### config.mk
export PLATFORM = sky130hd
export DESIGN_NAME = mod_choice_majority_counter
export DESIGN_NICKNAME = d
export VERILOG_FILES = /design/src/rtl/mod_choice_majority_counter.sv
export SDC_FILE = /design/constraint.sdc
export NUM_CORES = 1
export LEC_CHECK = 0
export ABC_AREA = 1
export BUFFER_PORTS_ARGS = -buffer_cell sky130_fd_sc_hd__buf_2
export CORE_AREA = 8 8 97 99
export CTS_CLUSTER_SIZE = 14
export DETAILED_ROUTE_END_ITERATION = 6
export DIE_AREA = 0 0 105 107
export GPL_ROUTABILITY_DRIVEN = 1
export MAX_ROUTING_LAYER = met4
export SYNTH_ARGS = -nofsm -noshare
export SYNTH_HDL_FRONTEND = slang
export SYNTH_SLANG_ARGS = --single-unit
### constraint.sdc
create_clock -name CLK -period 2.2 [get_ports CLK]
set_clock_uncertainty 0.05 [all_clocks]
set_input_delay 0.11 -clock CLK [delete_from_list [all_inputs] [get_ports CLK]]
set_output_delay 0.11 -clock CLK [all_outputs]
set_load 0.02 [all_outputs]
### src/rtl/mod_choice_majority_counter.sv
`default_nettype none
// ============================================================================
//  Module   : mod_choice_majority_counter
//  Purpose  : SHA-256 round helper. Provides the combinational Ch(e,f,g) and
//             Maj(a,b,c) functions and a free-running address counter. The
//             counter indexes the message schedule, K constants or H values.
//
//  Ports    : CLK  in   1       rising-edge clock for the counter
//             RST  in   1       synchronous, active-high reset (counter only)
//             E    in   DATA_W  choice selector word
//             F    in   DATA_W  choice word taken where E bit = 1
//             G    in   DATA_W  choice word taken where E bit = 0
//             A    in   DATA_W  majority operand a
//             B    in   DATA_W  majority operand b
//             C    in   DATA_W  majority operand c
//             CH   out  DATA_W  Ch(E,F,G), combinational
//             MAJ  out  DATA_W  Maj(A,B,C), combinational
//             CNT  out  CNT_W   registered address count
//
//  Options  : MOD_COUNTER_SAT_EN  when defined, CNT saturates at its all-ones
//                                 value instead of wrapping to zero.
//
//  Revision : 1.0  initial release
// ============================================================================
module mod_choice_majority_counter #(
    parameter int DATA_W = 32,
    parameter int CNT_W  = 8
) (
    input  logic              CLK,
    input  logic              RST,
    input  logic [DATA_W-1:0] E,
    input  logic [DATA_W-1:0] F,
    input  logic [DATA_W-1:0] G,
    input  logic [DATA_W-1:0] A,
    input  logic [DATA_W-1:0] B,
    input  logic [DATA_W-1:0] C,
    output logic [DATA_W-1:0] CH,
    output logic [DATA_W-1:0] MAJ,
    output logic [CNT_W-1:0]  CNT
);

    logic [DATA_W-1:0] w_ch;
    logic [DATA_W-1:0] w_maj;
    logic [CNT_W-1:0]  r_cnt_q;
    logic [CNT_W-1:0]  w_cnt_d;

    // Bitwise Ch and Maj. Each bit is independent, so the functions are
    // expressed per bit; the XOR forms are the textbook SHA-256 definitions.
    generate
        for (genvar i = 0; i < DATA_W; i++) begin : g_bit
            assign w_ch[i]  = (E[i] & F[i]) ^ (~E[i] & G[i]);
            assign w_maj[i] = (A[i] & B[i]) ^ (A[i] & C[i]) ^ (B[i] & C[i]);
        end
    endgenerate

    assign CH  = w_ch;
    assign MAJ = w_maj;

    // Next-count selection. Reset priority is applied in the register below.
`ifdef MOD_COUNTER_SAT_EN
    localparam logic [CNT_W-1:0] c_CNT_MAX = {CNT_W{1'b1}};

    always_comb begin
        w_cnt_d = r_cnt_q + CNT_W'(1);
        if (r_cnt_q == c_CNT_MAX) begin
            w_cnt_d = r_cnt_q;
        end
    end
`else
    // Natural modulo-2^CNT_W wrap from the adder overflow.
    always_comb begin
        w_cnt_d = r_cnt_q + CNT_W'(1);
    end
`endif

    always_ff @(posedge CLK) begin
        if (RST) begin
            r_cnt_q <= '0;
        end else begin
            r_cnt_q <= w_cnt_d;
        end
    end

    assign CNT = r_cnt_q;

endmodule
`default_nettype wire

# After elaboration in Yosys (flattened, before gate mapping)
# Cells that the tools add are included.
# word_totals
reg_bits	8
input_bits	194
out_inout_bits	72
# classes
add_sub_neg	1
bitwise_logic	288
# op_table
operator	n
$and 1x1->1	160
$xor 1x1->1	96
$not 1->1	32
$add 8x1->8 const B	1

# Logic depth before layout (Yosys ltp)
# Gate-level depths: netlist of run 1.
# depth
depth_word	3
ltp_mapped	6

# Worst setup path before layout of run 1
# OpenSTA, ideal clock, no wires.
# synth_path
path_kind	register -> register
from	reg r_cnt_q[0], in the netlist CNT[0]
to	reg r_cnt_q[4], in the netlist CNT[4]
t_arrival_ps	985
slack_ps	1045
stages_incl_launch_ff	5
n_path_buf	0
period_less_slack_ps	1155
cell_sequence	dfxtp_1 -> ha_1 -> nand2_1 -> o21ai_0 -> a21oi_1
# synth_via
elab_chain_cells	1
# synth_lines
element	line_no	text
from (decl)	44	logic [CNT_W-1:0] r_cnt_q;
from (signal assigned)	80	r_cnt_q <= w_cnt_d;
$add 8x1->8	72	w_cnt_d = r_cnt_q + CNT_W'(1);
# Every way passes these cells.
# A chain may end at the register's enable or synchronous reset.

# Worst setup path in the final report of run 1
# Ends and elaborated chain as after synthesis.

==> results of run 1 <==
==> cell type report <==
class	instances	area (um2)	area share, %
Multi-Input combinational cell	97	846	33.5
Timing Repair Buffer	265	1330	52.5
Sequential cell	8	160	6.34
Clock buffer	3	41.3	1.63
Tap cell	105	131	5.20
Inverter	5	18.8	0.743
Antenna cell	1	2.50	0.0991
==> power by group through the flow <==
stage	Sequential, mW	Combinational (mW)	Clock, mW
2_1_floorplan	0.163	0.229	0
3_3_place_gp	0.157	0.500	0
3_5_place_dp	0.158	0.507	0
4_1_cts	0.156	0.509	0.184
5_1_grt	0.156	0.539	0.193
6_report	0.156	0.502	0.176
==> routing by layer <==
layer  track usage [%]  vias to the layer above  part of all wire [%]
met2              21.5                      126                    55
met3              3.90                        4                   9.6
met5                 -                        -                     0
met4              2.55                        0                  0.85
li1                  -                      939                     -
met1              11.0                      812                    34
==> critical path, cell delays in order, from the launching register on <==
cell and delay [ps]:
dfxtp_1 390, ha_1 220, nand2_1 90, o21ai_0 170, a21oi_1 90
==> worst paths after layout <==
check	endpoint	slack (ps)	cells past startpoint
worst max-delay path	CNT[4]	1080	4
worst min-delay path	CNT[3]	70	2
worst max register to register	CNT[4]	1080	4
worst min register to register	CNT[0]	430	1
==> kinds of logic after synthesis <==
family / count (synthesis) / share of synthesized area, %
adders and majority gates: 33 / 32.5
and+or+nand+nor: 28 / 12.6
AOI/OAI and AO/OA: 4 / 2.32
muxes: 32 / 35.2
DFF: 8 / 15.6
buffers and inverters: 5 / 1.83
==> cell usage in the layout (no fill, tap or decap), drive strengths merged <==
cell    instances
a21oi           3
buf           265
clkbuf          3
clkinv          1
dfxtp           8
diode           1
ha              1
inv             4
maj3           32
mux2           32
nand2          11
nand3           3
nand3b          1
nor2           12
nor3            1
o21ai           1
==> stage by stage <==
stage          utilization [%]  instance area [um2]  std cells  hold WS [ps]
3_3_place_gp              31.3                 2480        480           303
6_report                  31.9                 2530        484          72.7
2_1_floorplan                -                 1020        110           122
4_1_cts                   31.8                 2520        483          63.2
5_1_grt                   31.9                 2530        484          64.8
3_5_place_dp              31.3                 2480        480           302
==> flow_summary.yaml, run 1 <==
pwr:
  ir_worst_vdd_mv: 0.315
  clkPwrFrac_pct: 21.1
  power_density_mw_per_mm2: 330
  p_seq_share_pct: 18.7
  switchingPower_uw: 308
  finalPower_uw: 833
  pwr-share-comb_pct: 60.2
  p_int_uw: 526
  p_leak_nw: 1.39
  switching_share_pct: 36.9
drt:
  initialDrtViolationCount: 48
  drtPass1Iterations: 4
  drt.antenna.violating_nets: 0
  drc: 0
  routed_via_density: 3.89
  drt_wl_total_mm: 7.18
  wl_per_cell_um: 14.8
  vias: 1881
logic_synthesis:
  synth_area_mm2: 0.00102
  synthTopCellsByArea: "mux2_2, maj3_1, dfxtp_1, nand2_1, nor2_1"
  ys_warn_count: 0
  yosysSeqAreaShare_pct: 15.6
  netlist.area_leader.share_pct: 35.2
  synthTopCellsByCount: "maj3_1, mux2_2, nand2_1"
  synth-edff-count: 0
  synth.avg_cell_area_um2: 9.32
  yosysTopAreaCell: "mux2_2"
  synth_cell_type_count: 17
  synth_fp_nets: 305
  syn_inst: 110
  synth-seq-cells: 8
  synth_ff_type: "dfxtp_1"
  synth-async-reset-ratio_pct: 0
global_route:
  grt_pass1_wl_mm: 10.2
  gr-usage-all-layers_pct: 11.4
  grt_max_degree: 7
  grt_pass1_vias: 1879
  grt.overflow.total: 0
  grt_antenna_before_repair: 1
clocking:
  post_cts_buffers: 0
  root_buffer: "clkbuf_8"
  cts.sinks: 8
  htree_num_levels: 1
  insertion_delay_ps: 230
  cts.reportedPaths.clkPinSlew_ps: 40
  cts_resized: 0
  cts_buffers: 3
  hold_buffers: 0
  cts_tree: "done"
  cts.path.max_buffers: 2
worst_setup_path:
  cp_max_fo: 5
  worstSetupPathType: "reg -> reg"
  startpoint: "CNT[0]"
  endpoint_kind: "flop"
  cp.arrival_ps: 1180
  worstPathRequired_ps: 2260
  startpoint_type: "flop"
  r2r-start: "CNT[0]"
floorplan:
  die_h_um: 107
  io_pins: 266
  die_area_mm2: 0.0112
  rows: 33
  initial_utilization_pct: 12.9
  dieWidth_um: 105
  coreArea_mm2: 0.00793
timing:
  worst_slew_pin_slew_ps: 213
  setup_viol: 0
  maxSlewViolCount: 0
  finalCritPeriodShare_pct: 50.8
  finalWorstSetupSlack_ps: 1080
  rsz0062_at_grt: "false"
  post-route-min-period_ps: 1120
  slew_headroom_pct: 85.8
  fmax_mhz: 895
  hold_violations: 0
  finalSetupTns_ps: 0
cells_and_area:
  fill_cells: 875
  nets: 575
  largest_reg_flops: 8
  area_delta_synth_final_pct: 147
  drive_gt1_share_pct: 80.7
place:
  hpwl_mm: 6.76
  gp_congestion: 0.914
  place_ws_ps: 1110
  port_buffers: 265
run_status:
  status: "complete, no violations"
min_path:
  min_from: "RST"
  hp-class: "in -> reg"
run:
  max-cap-violations: 0
(Power assumes the default switching activity.)
==> run 2, diff against run 1 <==
Clock period 2.2 ns to 1 ns, I/O delays scaled along.
==> run 2 against run 1 <==
  * First-iteration DRC count down 21%
  * Utilization up 1.2 points
  * Highest routed layer unchanged
  * Worst hold slack gained 320 ps
  * Critical path type is now reg -> out
  * Combinational power up 130%
  * Cell count is 0.41% higher
  * Largest cell class unchanged
  * Flip-flop and latch count stayed put
  * Clock-buffer cell count is the same
  * Sequential power up 120%
==> flow_summary.yaml, run 2 (synthesis gave the netlist of run 1 again) <==
timing:
  fmax_mhz: 1030
  worst_slew_pin_slew_ps: 189
  maxSlewViolCount: 0
  post-route-min-period_ps: 975
  hold_violations: 0
  finalCritPeriodShare_pct: 97.5
  rsz0062_at_grt: "true"
  hold_ws_ps: 394
  slew_headroom_pct: 87.4
  setup_viol: 0
clocking:
  cts.path.max_buffers: 2
  insertion_delay_ps: 230
  cts.reportedPaths.clkPinSlew_ps: 40
  cts_buffers: 3
  root_buffer: "clkbuf_8"
  htree_num_levels: 1
  cts.sinks: 8
  post_cts_buffers: 0
  cts_tree: "done"
worst_setup_path:
  ff2ff_path_depth: 6
  endpoint_kind: "output pin"
  cp_max_fo: 3
  r2r-start: "CNT[1]"
  worstSetupPathType: "reg -> out"
  r2r-end: "CNT[5]"
  r2r_slack_ps: 40
  worstPathRequired_ps: 900
  cp.arrival_ps: 880
  startpoint_type: "flop"
drt:
  initialDrtViolationCount: 38
  routed_via_density: 3.86
  wl_per_cell_um: 14.4
  drt_wl_total_mm: 7.00
  drt.antenna.violating_nets: 0
  vias: 1875
  drc: 0
  drtPass1Iterations: 4
global_route:
  grt_antenna_before_repair: 0
  grt_pass1_wl_mm: 9.65
  grt.overflow.total: 0
  gr-usage-all-layers_pct: 10.8
  grt_pass1_vias: 1899
  grt_max_degree: 7
cells_and_area:
  largest_reg_flops: 8
  final_cell_mix: "buf_2, mux2_2, maj3_1, nor2_1, nand2_1"
  drive_gt1_share_pct: 83.7
  multi_input_comb_area_um2: 896
  final-seq-area_um2: 175
  nets: 578
  fill_cells: 849
  insertedDiodeCount: 0
  fin_util_pct: 33.1
  area_delta_synth_final_pct: 156
  mostFrequentLayoutCell: "buf_2"
  fin_cells: 486
floorplan:
  io_pins: 266
  dieWidth_um: 105
  rows: 33
  die_h_um: 107
  die_area_mm2: 0.0112
  initial_utilization_pct: 12.9
  coreArea_mm2: 0.00793
pwr:
  finalPower_mw: 1.88
  p_leak_nw: 1.43
  ir_worst_vdd_mv: 0.626
  power_density_mw_per_mm2: 717
min_path:
  min_from: "G[25]"
  hold_depth: 3
  hp-class: "in -> out"
  hold-path-endpoint: "CH[25]"
place:
  port_buffers: 265
  dp.cells: 482
  gp_congestion: 0.886
  hpwl_mm: 6.54
run:
  max-cap-violations: 0
run_status:
  status: "complete, no violations"
[run 2: area by class of cell]
| cell class | count | share of cell area [%] |
|---|---|---|
| Clock buffer | 3 | 1.57 |
| Tap cell | 105 | 5.01 |
| Multi-Input combinational cell | 97 | 34.2 |
| Sequential cell | 8 | 6.68 |
| Timing Repair Buffer | 268 | 51.8 |
| Inverter | 5 | 0.763 |
[run 2: what timing repair did]
action | in CTS | in global routing
setup endpoints to repair | 2 | 4
resized for setup | 3 | 11
endpoints found under the hold margin | 1 | 0
hold buffers | 1 | 0
pin swaps | 0 | 4
[run 2: metal layers]
layer	vias up	part of all wire (%)	GRT usage, %	wire length [um]
li1	943	-	-	-
met1	810	36	10.5	2520
met2	118	55	20.5	3820
met3	4	8.8	3.30	615
met4	0	0.67	2.45	47
met5	-	0	-	0
[run 2: worst max-delay path by stage]
stage                start  endpoint  cells past startpoint
CTS                 CNT[0]    CNT[4]                      5
finish              CNT[1]    CNT[1]                      2
global placement    CNT[0]    CNT[4]                      5
global route        CNT[0]    CNT[7]                      6
detailed placement  CNT[0]    CNT[4]                      5
floorplan           CNT[0]    CNT[4]                      4
[run 2: per-stage QoR]
step / setup TNS (ps) / setup WS, ps / area (um2)
after floorplan: -6.21 / -6.21 / 1040
after global placement: 0 / 4.75 / 2510
after detailed placement: -16.1 / -16.1 / 2510
after CTS: 0 / 21.3 / 2570
after global routing: -44.8 / -21.0 / 2620
final: 0 / 24.7 / 2620
[run 2: where the power goes]
part / leakage [nW] / switching (mW) / total (mW) / internal, mW
Clock: 0.0216 / 0.135 / 0.396 / 0.261
Combinational: 1.34 / 0.552 / 1.14 / 0.586
Sequential: 0.0685 / 0.0155 / 0.344 / 0.329
[run 2: worst max-delay path: stages (launching register included)]
cell,delay [ps]
dfxtp_4,350
buf_6,110
buf_2,170
==> run 3, diff against run 2 <==
Settings changed: CORE_AREA 8 8 97 99 to 8 8 98 100, CTS_BUF_LIST from default to sky130_fd_sc_hd__clkbuf_8, DIE_AREA 0 0 105 107 to 0 0 106 108, SLEW_MARGIN from default to 40.
==> run 3 against run 2 <==
  * The run now ends with negative setup slack left
  * Critical path type is now reg -> reg
  * Combinational power hardly changed
  * Fmax is 3.1% lower
  * Wire length is 2.0% higher
==> flow_summary.yaml, run 3 (synthesis gave the netlist of run 1 again) <==
clocking:
  root_buffer: "clkbuf_8"
  cts.reportedPaths.clkPinSlew_ps: 40
  htree_num_levels: 1
  cts_buffers: 3
  cts.path.max_buffers: 2
  cts.sinks: 8
  insertion_delay_ps: 230
  cts_tree: "done"
pwr:
  p_leak_nw: 1.44
  power_density_mw_per_mm2: 719
  ir_worst_vdd_mv: 0.734
  finalPower_mw: 1.90
timing:
  slew_headroom_pct: 86.9
  fmax_mhz: 994
  post-route-min-period_ps: 1010
  worst_slew_pin_slew_ps: 197
  hold_violations: 0
  setup_viol: 1
  rsz0062_at_grt: "true"
  maxSlewViolCount: 0
  finalWorstSetupSlack_ps: -6.25
  finalCritPeriodShare_pct: 101
  finalSetupTns_ps: -6.25
run_status:
  status: "complete, but fails checks"
  failed_checks: "negative setup slack"
floorplan:
  coreArea_mm2: 0.00805
  dieWidth_um: 106
  rows: 33
  die_h_um: 108
  io_pins: 266
  die_area_mm2: 0.0114
  initial_utilization_pct: 12.7
worst_setup_path:
  worstPathRequired_ps: 1070
  cp.arrival_ps: 1080
  startpoint_type: "flop"
  ff2ff_path_depth: 6
  endpoint_kind: "flop"
  cp_max_fo: 3
  worstSetupPathType: "reg -> reg"
  max_stage_delay_ps: 360
  crit_chain: "buf_4 > inv_1 > nor2_4 > nand3_2 > nand2_1 > nor2_1"
  crit_path_top_delay_cell: "dfxtp_4"
place:
  dp.cells: 482
  placed_area_mm2: 0.00251
  hpwl_mm: 6.62
  port_buffers: 265
  gp_congestion: 0.866
cells_and_area:
  final-seq-area_um2: 173
  nets: 580
  final_area_mm2: 0.00264
  fin_cells: 489
  fin_util_pct: 32.8
  final_cell_mix: "buf_2, mux2_2, maj3_1, nor2_1, nand2_1"
  area_delta_synth_final_pct: 158
  insertedDiodeCount: 0
  largest_reg_flops: 8
  mostFrequentLayoutCell: "buf_2"
  fill_cells: 888
  drive_gt1_share_pct: 83.6
  multi_input_comb_area_um2: 900
run:
  max-cap-violations: 0
min_path:
  hp-class: "in -> reg"
  hold_depth: 4
drt:
  drt_wl_total_mm: 7.14
  routed_via_density: 3.88
  drt.antenna.violating_nets: 0
  wl_per_cell_um: 14.6
  drc: 0
  vias: 1897
  initialDrtViolationCount: 39
  drtPass1Iterations: 4
global_route:
  gr-usage-all-layers_pct: 11.2
  grt_max_degree: 7
  grt_antenna_before_repair: 0
  grt_pass1_wl_mm: 10.3
  grt.overflow.total: 0
  grt_pass1_vias: 2039
run 3: routing by layer:
| metal | GRT usage [%] | share of wire (%) | vias to the layer above |
|---|---|---|---|
| li1 | - | - | 949 |
| met1 | 10.9 | 35 | 823 |
| met2 | 21.7 | 56 | 123 |
| met3 | 3.81 | 8.8 | 2 |
| met4 | 0.905 | 0.098 | 0 |
| met5 | - | 0 | - |
run 3: power by group:
group / leakage, nW / switching [mW] / internal (mW)
Sequential: 0.0682 / 0.0156 / 0.331
Combinational: 1.35 / 0.553 / 0.591
Clock: 0.0269 / 0.143 / 0.267
Total: 1.44 / 0.712 / 1.19
run 3: worst max-delay path, delay by kind of cell, from the launching register on:
family | cells | cell delay [ps]
buffers and inverters | 2 | 180
AND/OR/NAND/NOR | 4 | 310
flip-flops | 1 | 360
run 3: what timing repair did:
item	4_1_cts	5_1_grt
endpoints found under the setup margin	2	5
hold buffers	2	0
pin swaps	0	6
hold endpoints to repair	2	0
buffers inserted	0	1
gates resized for setup	3	10
run 3: worst paths after layout:
check / from / to / slack, ps
hold / removal: RST / CNT[5] / 70
setup / recovery: CNT[0] / CNT[7] / -6
setup reg to reg: CNT[0] / CNT[7] / -6
hold reg to reg: CNT[6] / CNT[6] / 440
run 3: area by class of cell:
| type | instances | share of cell area, % |
|---|---|---|
| Timing Repair Buffer | 270 | 51.9 |
| Multi-Input combinational cell | 97 | 34.0 |
| Sequential cell | 8 | 6.53 |
| Tap cell | 105 | 4.97 |
| Clock buffer | 3 | 1.56 |
| Inverter | 5 | 0.805 |
| Clock inverter | 1 | 0.142 |
run 3: metrics by stage:
stage          hold slack, ps  worst slack, ps
4_1_cts                  66.3            -9.26
2_1_floorplan            55.1            -6.21
6_report                 65.7            -6.25
3_5_place_dp              241            -34.1
3_3_place_gp              238            -10.6
5_1_grt                  94.6            -51.2
